`src/rtl/mem_arb_pkg.sv`:
```
// Shared types and constants for the I/D-cache memory arbiter and its
// outstanding-read counter.
package mem_arb_pkg;

  localparam int MEM_LAT = 4;

  typedef enum logic [2:0] {
    IDLE    = 3'd0,
    I_FILL  = 3'd1,
    D_FILL  = 3'd2,
    D_WRITE = 3'd3,
    DRAIN   = 3'd4
  } arb_state_t;

  typedef enum logic {
    GRANT_I = 1'b0,
    GRANT_D = 1'b1
  } grant_t;

endpackage

```
`src/rtl/mem_outstanding_ctr.sv`:
```
// Outstanding-read counter: +1 per issue, -1 per returned word, saturating at
// MAX, flags a return seen while nothing is outstanding.
module mem_outstanding_ctr #(
  parameter int MAX = 4,
  parameter int W   = 3
) (
  input  logic         clk,
  input  logic         rst_n,
  input  logic         inc,
  input  logic         dec,
  output logic [W-1:0] count,
  output logic         zero,
  output logic         underflow
);

  logic eff_dec;

  assign zero      = (count == '0);
  assign underflow = dec & zero;
  // A return at zero is discarded, so only a decrement with something in flight counts.
  assign eff_dec   = dec & ~zero;

  always_ff @(posedge clk or negedge rst_n) begin
    if (!rst_n) begin
      count <= '0;
    end else if (inc && !eff_dec) begin
      if (count != W'(MAX)) count <= count + 1'b1;
    end else if (eff_dec && !inc) begin
      count <= count - 1'b1;
    end
  end

endmodule

```
`src/rtl/mem_arbiter.sv`:
```
// Arbitrates the shared pipelined memory between the I-cache and D-cache fill
// FSMs: whole-block fills or single write-through words, round robin on ties.
module mem_arbiter #(
  parameter int ADDR_W  = 16,
  parameter int DATA_W  = 16,
  parameter int MEM_LAT = mem_arb_pkg::MEM_LAT,
  parameter int OUTST_W = 3
) (
  input  logic              clk,
  input  logic              rst_n,
  input  logic              i_mem_read,
  input  logic [ADDR_W-1:0] i_mem_addr,
  input  logic              i_busy,
  input  logic              d_mem_read,
  input  logic              d_mem_write,
  input  logic [ADDR_W-1:0] d_mem_addr,
  input  logic [DATA_W-1:0] d_mem_wdata,
  input  logic              d_busy,
  input  logic [DATA_W-1:0] mem_rdata,
  input  logic              mem_data_valid,
  output logic              mem_enable,
  output logic              mem_wr,
  output logic [ADDR_W-1:0] mem_addr,
  output logic [DATA_W-1:0] mem_wdata,
  output logic              i_data_valid,
  output logic              d_data_valid,
  output logic [DATA_W-1:0] rdata,
  output logic              i_stall,
  output logic              d_stall,
  output logic              err
);

  import mem_arb_pkg::*;

  arb_state_t         state;
  grant_t             last_grant;
  grant_t             owner;
  logic [OUTST_W-1:0] blank;
  logic [OUTST_W-1:0] outst;
  logic               outst_zero;
  logic               underflow;
  logic               i_req, d_req;
  logic               issue, dec, drained, fill_active;

  assign i_req = i_mem_read | i_busy;
  assign d_req = d_mem_read | d_busy | d_mem_write;

  always_comb begin
    mem_enable = 1'b0;
    mem_wr     = 1'b0;
    mem_addr   = '0;
    mem_wdata  = '0;
    unique case (state)
      I_FILL: begin
        mem_enable = i_mem_read;
        mem_addr   = i_mem_addr;
      end
      D_FILL: begin
        mem_enable = d_mem_read;
        mem_addr   = d_mem_addr;
      end
      D_WRITE: begin
        mem_enable = 1'b1;
        mem_wr     = 1'b1;
        mem_addr   = d_mem_addr;
        mem_wdata  = d_mem_wdata;
      end
      default: ;
    endcase
  end

  assign i_stall = rst_n & i_req & (state != I_FILL);
  assign d_stall = rst_n & d_req & (state != D_FILL) & (state != D_WRITE);

  // Reads issued before a reset can still come back for MEM_LAT cycles after it;
  // those words are swallowed without counting or flagging err.
  assign dec         = mem_data_valid & (blank == '0);
  assign issue       = mem_enable & ~mem_wr;
  assign drained     = (outst_zero || (outst == OUTST_W'(1) && dec)) && !issue;
  assign fill_active = (state == I_FILL) || (state == D_FILL) || (state == DRAIN);

  assign i_data_valid = dec & fill_active & (owner == GRANT_I);
  assign d_data_valid = dec & fill_active & (owner == GRANT_D);
  assign rdata        = mem_rdata;

  mem_outstanding_ctr #(
    .MAX (MEM_LAT),
    .W   (OUTST_W)
  ) u_outst (
    .clk       (clk),
    .rst_n     (rst_n),
    .inc       (issue),
    .dec       (dec),
    .count     (outst),
    .zero      (outst_zero),
    .underflow (underflow)
  );

  always_ff @(posedge clk or negedge rst_n) begin
    if (!rst_n) begin
      state      <= IDLE;
      last_grant <= GRANT_I;
      owner      <= GRANT_I;
      blank      <= OUTST_W'(MEM_LAT);
      err        <= 1'b0;
    end else begin
      if (blank != '0) blank <= blank - 1'b1;
      if (underflow) err <= 1'b1;
      unique case (state)
        IDLE: begin
          if (i_req && (!d_req || last_grant == GRANT_D)) begin
            state      <= I_FILL;
            last_grant <= GRANT_I;
            owner      <= GRANT_I;
          end else if (d_req) begin
            last_grant <= GRANT_D;
            if (d_mem_write) begin
              state <= D_WRITE;
            end else begin
              state <= D_FILL;
              owner <= GRANT_D;
            end
          end
        end
        D_WRITE: state <= IDLE;
        I_FILL:  if (!i_busy) state <= drained ? IDLE : DRAIN;
        D_FILL:  if (!d_busy) state <= drained ? IDLE : DRAIN;
        DRAIN:   if (drained) state <= IDLE;
        default: state <= IDLE;
      endcase
    end
  end

endmodule

```
`config.mk`:
```
export PLATFORM = sky130hd
export DESIGN_NAME = mem_arbiter
export DESIGN_NICKNAME = d
export VERILOG_FILES = /design/src/rtl/mem_arb_pkg.sv /design/src/rtl/mem_outstanding_ctr.sv /design/src/rtl/mem_arbiter.sv
export SDC_FILE = /design/constraint.sdc
export NUM_CORES = 1
export LEC_CHECK = 0
export CORE_ASPECT_RATIO = 1.5
export CORE_MARGIN = 4
export CORE_UTILIZATION = 32
export DETAILED_ROUTE_END_ITERATION = 7
export GPL_ROUTABILITY_DRIVEN = 0
export PLACE_DENSITY = 0.87
export SLEW_MARGIN = 25
export SYNTH_ARGS = -nofsm -noshare
export SYNTH_HDL_FRONTEND = slang
export SYNTH_HIERARCHICAL = 1
export SYNTH_SLANG_ARGS = --single-unit
```
`constraint.sdc`:
```
create_clock -name clk -period 5.95 [get_ports clk]
set_input_delay 1.19 -clock clk [delete_from_list [all_inputs] [get_ports clk]]
set_output_delay 1.19 -clock clk [all_outputs]
set_load 0.01 [all_outputs]
```
==> results.yml, run 1 <==
clocking:
  cts_sinks: 12
  postCtsHoldBufs: 0
  cts_tree: "yes"
  cts_setup_buffers: 0
  clk_latency_ps: 250
  clk_pin_slew_ps: 50
  cts_resized: 0
  cts_buffers: 3
  cts_buffer_depth: 2
  cts_htree_levels: 1
  cts_root_buf: "clkbuf_8"
critical_path:
  crit_type: "input pin to primary output"
  worstPathArrival_ps: 2870
  cp-start-kind: "input pin"
  crit_required_ps: 4760
  r2r_start: "state[0]$_DFFE_PN0P_"
  worstSetupEndpointType: "primary output"
  r2r_end: "u_outst/count[2]$_DFFE_PN0P_"
  reg2reg_depth: 6
  cp_max_fo: 14
  regToRegSetupSlack_ps: 3110
power:
  ir_drop_mv: 0.1728
  p_total_w: 0.0007620
  power.leakage_nw: 0.8678
  power_per_cell_area_mw_per_mm2: 358.4
synthesis:
  yosysUniqueCellTypes: 42
  syn-num-nets: 221
  synth_top_family_by_area: "simple AND/OR/NAND/NOR gates"
  yosysWarningCount: 6
  async_reset_ff_frac: 1.000
  synth-compound-area-share: 0.2473
  synth-simple-area-share: 0.2601
  synth_area_sq_mm: 0.001275
  netlist_instances: 146
  synth-edff-count: 0
  synthFlopType: "dfrtp_1"
  synth_seq_cells: 12
  synthXorXnorAreaFrac: 0.02748
  synthMuxAreaShare: 0.01668
  synthAdderAreaFrac: 0.03533
  seq_area_frac_synth: 0.2365
  synth_area_per_cell_sq_um: 8.733
sta:
  max_slew_margin: 0.4918
  whs_ps: 476.8
  setup_viol: 0
  tns_ps: 0
  worst_pin_slew_ps: 761.4
  finClkSkew_ps: 4.216
  worst_slack_ps: 1885
  period_minus_slack_ps: 4065
  fmax_ghz: 0.2460
  fin_crit_sh: 0.6831
  final_max_slew_viol_count: 0
  hold_viol: 0
  rsz0062_at_grt: "no"
placement:
  post-place-ws_ps: 1815
  io_buffers: 94
  dpl.hpwl_mm: 3.287
  dpl_cell_area_sq_mm: 0.002071
finish:
  nFillCells: 333
  area_growth_pct: 66.73
  regArea_sq_um: 301.5
  multi_input_area_sq_um: 755.7
  layout-drive-gt1-share: 0.1065
  layout_common_cells: "clkdlybuf4s50_1 (94), and3_1 (16), dfrtp_1 (11)"
  n_antenna_cell: 0
  layout.nets: 292
  final_common_cell: "clkdlybuf4s50_1"
  final_area_sq_mm: 0.002126
hold_path:
  hp-start: "blank[0]$_DFFE_PN0P_"
  hold_class: "flop to flop"
  hold_path_depth: 1
  hold_end: "blank[0]$_DFFE_PN0P_"
floorplan:
  core_area_sq_mm: 0.003750
  fp.dieArea_sq_mm: 0.005079
  die_y_microns: 85.31
  die_width_microns: 59.54
  num_rows: 27
  initial_core_util: 0.3400
  ios: 127
global_route:
  grt_max_degree: 36
  grt_antenna_before_repair: 0
  grt_pass1_wl_mm: 6.134
  grt.total_usage: 0.1549
  grt_pass1_vias: 1294
  grt_overflow_total: 0
drt:
  vias: 1349
  ant_nets: 0
  post_drt_via_cell_ratio: 5.208
  drcViolationCount: 0
  routed_wl_mm: 4.200
  drtIter0Drc: 75
  first_pass_iters: 4
  detail_route.wl_per_cell_microns: 16.22
job:
  cap_violations: 0
status:
  status: "finished clean"
[cell usage after synthesis, drive strengths merged, types with 2 or more instances]
| cell type | instances | area share |
|---|---|---|
| o21a | 2 | 0.012 |
| xor2 | 2 | 0.014 |
| nor2 | 6 | 0.018 |
| nor3 | 6 | 0.027 |
| nor3b | 5 | 0.038 |
| or2 | 3 | 0.015 |
| nand3 | 2 | 0.0079 |
| clkbuf | 3 | 0.0088 |
| buf | 25 | 0.15 |
| o221ai | 3 | 0.026 |
| o211ai | 2 | 0.012 |
| and3 | 16 | 0.079 |
| nand2 | 5 | 0.015 |
| nand3b | 2 | 0.012 |
| xnor2 | 2 | 0.014 |
| inv | 5 | 0.015 |
| o21ai | 7 | 0.027 |
| ha | 2 | 0.020 |
| or3b | 2 | 0.014 |
| a21oi | 4 | 0.019 |
| nor2b | 3 | 0.015 |
| dfrtp | 11 | 0.22 |
| a22o | 16 | 0.12 |
[per-layer routing]
layer / global-route usage / part of all wire
met1: 0.1699 / 0.36
met2: 0.2547 / 0.46
met3: 0.06697 / 0.16
met4: 0.06452 / 0.019
met5: 0 / 0
[per-stage QoR]
stage / std cells / util
2_1_floorplan: 146 / -
3_3_place_gp: 255 / 0.5509
3_5_place_dp: 255 / 0.5522
4_1_cts: 259 / 0.5669
5_1_grt: 259 / 0.5669
6_report: 259 / 0.5669
[flip-flops by register name (all words and copies together) (netlist names)]
register	flops
err	1
last_grant	1
owner	1
blank	3
u_outst/count	3
state	3
[how the worst max path moves through the flow]
stage                     slack (ps)      startpoint  cells past startpoint            to
after floorplan                 3180  mem_data_valid                      2  d_data_valid
after global placement          1860           rst_n                      4       i_stall
after detailed placement        1820           rst_n                      4       i_stall
after CTS                       1830           rst_n                      4       i_stall
after global routing            1650           rst_n                      4       i_stall
final                           1890           rst_n                      4       i_stall
[kinds of logic after synthesis]
| kind of cell | after synthesis |
|---|---|
| simple gates | 53 |
| compound gates | 39 |
| buf+inv | 33 |
| flops | 12 |
| xor+xnor | 4 |
| fa+ha+maj | 3 |
| mux | 2 |
[worst max-delay path, cell delays in order]
cell and delay (ps):
clkdlybuf4s50_1 850, o21ai_0 170, nor2_1 110, clkdlybuf4s50_1 540
[power by group]
group	switching (W)	internal, W	leakage (nW)
clock network	0.0000336	0.0000587	0.0288
logic	0.000209	0.000289	0.694
registers	0.0000629	0.000109	0.145
[area by class of cell]
| type | count | area share |
|---|---|---|
| flip-flops and latches | 12 | 0.1418 |
| well taps | 43 | 0.02531 |
| inverters | 5 | 0.008829 |
| clock buffers | 4 | 0.02590 |
| repair buffers | 94 | 0.4426 |
| multi-input cells | 101 | 0.3555 |
Note: power is estimated with default switching activity, not from simulation.
==> run 2: changes to the inputs <==
--- a/config.mk
+++ b/config.mk
@@ -7,10 +7,10 @@
 export LEC_CHECK = 0
 export CORE_ASPECT_RATIO = 1.5
 export CORE_MARGIN = 4
-export CORE_UTILIZATION = 32
+export CORE_UTILIZATION = 27
 export DETAILED_ROUTE_END_ITERATION = 7
 export GPL_ROUTABILITY_DRIVEN = 0
-export PLACE_DENSITY = 0.87
+export PLACE_DENSITY = 0.78
 export SLEW_MARGIN = 25
 export SYNTH_ARGS = -nofsm -noshare
 export SYNTH_HDL_FRONTEND = slang
==> constraint.sdc (replaced) <==
create_clock -name clk -period 3.65 [get_ports clk]
set_input_delay 0.73 -clock clk [delete_from_list [all_inputs] [get_ports clk]]
set_output_delay 0.73 -clock clk [all_outputs]
set_load 0.01 [all_outputs]
==> results.yml, run 2 (synthesis results as in run 1) <==
status:
  status: "finished clean"
global_route:
  grt_overflow_total: 0
  grt_pass1_wl_mm: 6.479
  grt_pass1_vias: 1323
  grt_max_degree: 35
  grt.total_usage: 0.1401
  grt_antenna_before_repair: 0
sta:
  rsz0062_at_grt: "no"
  max_slew_margin: 0.5638
  fmax_ghz: 0.3245
  finClkSkew_ps: 4.075
  period_minus_slack_ps: 3081
  hold_viol: 0
  setup_viol: 0
  fin_crit_sh: 0.8442
  worst_pin_slew_ps: 654.3
  final_max_slew_viol_count: 0
  tns_ps: 0
clocking:
  postCtsHoldBufs: 0
  clk_latency_ps: 240
  cts_setup_buffers: 0
  cts_resized: 0
  cts_buffer_depth: 2
  cts_root_buf: "clkbuf_8"
  cts_buffers: 3
  cts_htree_levels: 1
  cts_sinks: 12
  clk_pin_slew_ps: 50
  cts_tree: "yes"
finish:
  nFillCells: 441
  reg.largest.list: "blank: 3 flops, state: 3 flops, u_outst/count: 3 flops"
  layout.nets: 296
  layout-drive-gt1-share: 0.1182
  final_common_cell: "clkdlybuf4s50_1"
  fin_cells: 284
  n_antenna_cell: 0
  area_growth_pct: 69.97
  layout_common_cells: "clkdlybuf4s50_1 (94), and3_1 (16), dfrtp_1 (11)"
hold_path:
  hold_class: "flop to flop"
  hold_end: "err$_DFFE_PN0P_"
  hp-start: "err$_DFFE_PN0P_"
  hold_path_depth: 1
placement:
  dp.cells: 280
  io_buffers: 94
  dpl.hpwl_mm: 3.460
floorplan:
  fp.dieArea_sq_mm: 0.005908
  die_width_microns: 64.11
  num_rows: 30
  core_area_sq_mm: 0.004542
  die_y_microns: 92.16
  ios: 127
  initial_core_util: 0.2807
critical_path:
  slowest_delay_ps: 760
  crit_required_ps: 2920
  worstPathCellList: "nor3b_4 -> buf_4 -> a22o_2 -> clkdlybuf4s50_1"
  reg2reg_depth: 11
  cp_max_fo: 28
  slowest_stage: "dfrtp_1"
  r2r_start: "blank[0]$_DFFE_PN0P_"
  r2r_end: "u_outst/count[2]$_DFFE_PN0P_"
  cp-start-kind: "flop"
  worstSetupEndpointType: "primary output"
  worstPathArrival_ps: 2350
  crit_type: "flop to primary output"
  regToRegSetupSlack_ps: 1090
drt:
  vias: 1369
  detail_route.wl_per_cell_microns: 14.90
  routed_wl_mm: 4.233
  drcViolationCount: 0
  ant_nets: 0
  post_drt_via_cell_ratio: 4.820
  drtIter0Drc: 43
  first_pass_iters: 4
power:
  power.leakage_nw: 0.8801
  power_per_cell_area_mw_per_mm2: 570.2
  ir_drop_mv: 0.3506
job:
  cap_violations: 0
[run 2: changes by cell type in the layout (fill, tap and decap cells not counted)]
| cell | previous run | this run |
|---|---|---|
| buf_4 | 0 | 4 |
| nor2b_2 | 0 | 1 |
| clkbuf_1 | 0 | 1 |
| clkbuf_8 | 4 | 3 |
| nor2b_4 | 1 | 0 |
[run 2: critical path, delay by kind of cell (launching register included)]
kind,cells,cell delay (ps)
compound gates,1,170
buf+inv,2,800
simple gates,1,370
flops,1,760
[run 2: cell type report]
| type | count | area [sq um] | area share |
|---|---|---|---|
| clock buffer | 4 | 45.04 | 0.02079 |
| sequential | 12 | 301.5 | 0.1391 |
| multi-input combinational | 101 | 750.7 | 0.3464 |
| tap | 64 | 80.08 | 0.03695 |
| inverter | 5 | 18.77 | 0.008661 |
| timing repair buffer | 98 | 970.9 | 0.4480 |
[run 2: worst max-delay path by stage]
stage,from,end,cells past startpoint
5_1_grt,state[0]$_DFFE_PN0P_,mem_addr[1],4
3_3_place_gp,i_mem_read,u_outst/count[2]$_DFFE_PN0P_,8
6_report,state[0]$_DFFE_PN0P_,mem_addr[1],4
4_1_cts,state[0]$_DFFE_PN0P_,mem_addr[1],4
2_1_floorplan,d_mem_read,u_outst/count[2]$_DFFE_PN0P_,7
3_5_place_dp,i_mem_read,u_outst/count[2]$_DFFE_PN0P_,8
[run 2: metrics by stage]
step / hold WS, ps / power [W] / instance area (sq um) / util / worst slack [ps]
after global placement: 455.8 / 0.001103 / 2122 / 0.4672 / 717.8
after global routing: 489.4 / 0.001330 / 2167 / 0.4771 / 393.7
final: 469.2 / 0.001236 / 2167 / 0.4771 / 568.6
after detailed placement: 458.3 / 0.001122 / 2122 / 0.4672 / 635.2
after CTS: 477.3 / 0.001250 / 2167 / 0.4771 / 518.1
after floorplan: 434.4 / 0.0007887 / 1275 / - / 1355
[run 2: routing by layer]
layer  vias up  track usage  share of wire
li1        666            -              -
met1       622       0.1390           0.36
met2        73       0.2632           0.51
met3         8      0.04534           0.11
met4         0      0.05291          0.019
met5         -            0              0
[run 2: where the power goes]
| part | internal, W | switching, W |
|---|---|---|
| clock | 0.0000769 | 0.0000478 |
| sequential | 0.000177 | 0.000102 |
| combinational | 0.000485 | 0.000347 |
==> variant: new RTL, settings of run 2 <==
Change the parameter `ADDR_W` from 16 to 17.
--- a/src/rtl/mem_arbiter.sv
+++ b/src/rtl/mem_arbiter.sv
@@ -1,7 +1,7 @@
 // Arbitrates the shared pipelined memory between the I-cache and D-cache fill
 // FSMs: whole-block fills or single write-through words, round robin on ties.
 module mem_arbiter #(
-  parameter int ADDR_W  = 16,
+  parameter int ADDR_W  = 17,
   parameter int DATA_W  = 16,
   parameter int MEM_LAT = mem_arb_pkg::MEM_LAT,
   parameter int OUTST_W = 3
Interface: changed (resized d_mem_addr, i_mem_addr and mem_addr); port bits go from 127 to 130. The function was not compared with the original's and may differ.
==> variant against run 2 <==
Setup slack lost 65 ps; sequential cell count is the same; die area grew 1.3%; final cell count grew 1.8%; final area grew 2.4%; power grew 3.1%; wire length grew 7.0%; area after synthesis grew 1.5%.
==> variant: results (changes against run 2) <==
outcome completed (unchanged); antenna cells 0 (unchanged); DRT iter0 DRCs 63 (was 43); vias in the first global route 1,281 (was 1,323); largest registers blank (3), state (3), u_outst/count (3) (unchanged); placed inst area 2163 um2 (was 2122 um2); Distinct cells, synth 44 (was 42); Placed Cells 285 (was 280); Pleak 0.8950 nW (was 0.8801 nW); TritonRoute pass-1 iters 4 (unchanged); Nets 303 (was 296); post-synthesis sequential area ratio 23.31% (was 23.65%); Peak VDD IR 0.0003707 V (was 0.0003506 V); worst clock skew 4.827 ps (was 4.075 ps); Syn Inst Count 148 (was 146); ratio of cells with drive above 1 in the final layout 8.889% (was 11.82%); EDFF count, synth 0 (unchanged); HP Class flip-flop to flip-flop (unchanged); # port buffers 97 (was 94); largest cells by area after synthesis dfrtp_1, a22o_1, buf_4 (was dfrtp_1, buf_4, and3_1); crit path max-delay cell type nor2b_2 (was dfrtp_1); Net Count, Synth 225 (was 221); drt wl/cell 15.67 um (was 14.90 um); Total GRT Usage 14.68% (was 14.01%); via count 1,384 (was 1,369); Post-synth top cells a22o_1, buf_4, and3_1, dfrtp_1, o21ai_0 (was buf_4, and3_1, dfrtp_1, a22o_1, a22o_2); Via density 4.789 (was 4.820); Async S/R FF share, synth 100.0% (unchanged); worst slew pin tran 671.6 ps (was 654.3 ps); crit-path max FO 21 (was 28); post-cts resize count 0 (unchanged); cell family contributing the most delay on the critical path buffers and inverters (unchanged); critical path's largest stage delay 620 ps (was 760 ps); largest net degree at the start of global routing 28 (was 35); Int Power 764.9 uW (was 739.4 uW); Detail Placement HPWL 3668 um (was 3460 um); clk_lat worst skew 240 ps (about the same); pre-CTS WS 707.3 ps (was 635.2 ps); Worst EP arrival 2420 ps (was 2350 ps); fillers 430 (was 441); first-pass GRT wire length 6837 um (was 6479 um); Num CTS Buffers 3 (unchanged)
[variant: cell count changes in the layout (fill, tap and decap cells not counted), moves of 2 or more]
cell,delta
a22o_1,+9
a22o_2,-8
clkdlybuf4s50_1,+3
nor3_4,+2
[variant: area by class of cell]
type                    count  area [um2]  share of cell area (%)
inverters                   6       22.52                   1.015
well taps                  64       80.08                   3.610
flip-flops and latches     12       301.5                   13.59
multi-input cells         102       758.2                   34.18
clock buffers               4       55.05                   2.482
repair buffers            101        1001                   45.12
[variant: per-layer routing]
layer,track usage (%),vias up,routed length (um)
li1,-,680,-
met1,19.21,608,2062
met2,21.47,90,1791
met3,6.432,6,630
met4,4.762,0,46
met5,0,-,0
[variant: cells by family after synthesis]
logic type	count (synthesis)	share of synthesized area [%]
and+or+nand+nor	53	26.79
muxes	2	1.547
xor gates and xnor gates	4	2.708
DFF	12	23.31
adders and majority gates	3	3.481
buffers and inverters	34	18.08
AOI/OAI and AO/OA	40	24.08
[variant: power by group through the flow]
| stage | Combinational [mW] | Clock (mW) | Sequential [mW] |
|---|---|---|---|
| floorplan | 0.579 | 0 | 0.220 |
| global placement | 0.879 | 0 | 0.250 |
| CTS | 0.887 | 0.150 | 0.249 |
| global route | 0.952 | 0.160 | 0.260 |
| finish | 0.879 | 0.145 | 0.250 |
| detailed placement | 0.881 | 0 | 0.251 |
[variant: final timing paths]
check,start,end,slack (ps),cells past startpoint
min reg2reg,blank[0],blank[0],480,1
min,blank[0],blank[0],480,1
max in group asynchronous,rst_n,blank[2],2490,2
max reg2reg,blank[0],u_outst/count[1],1160,10
min in group asynchronous,rst_n,u_outst/count[2],930,2
max,state[1],mem_addr[4],500,4
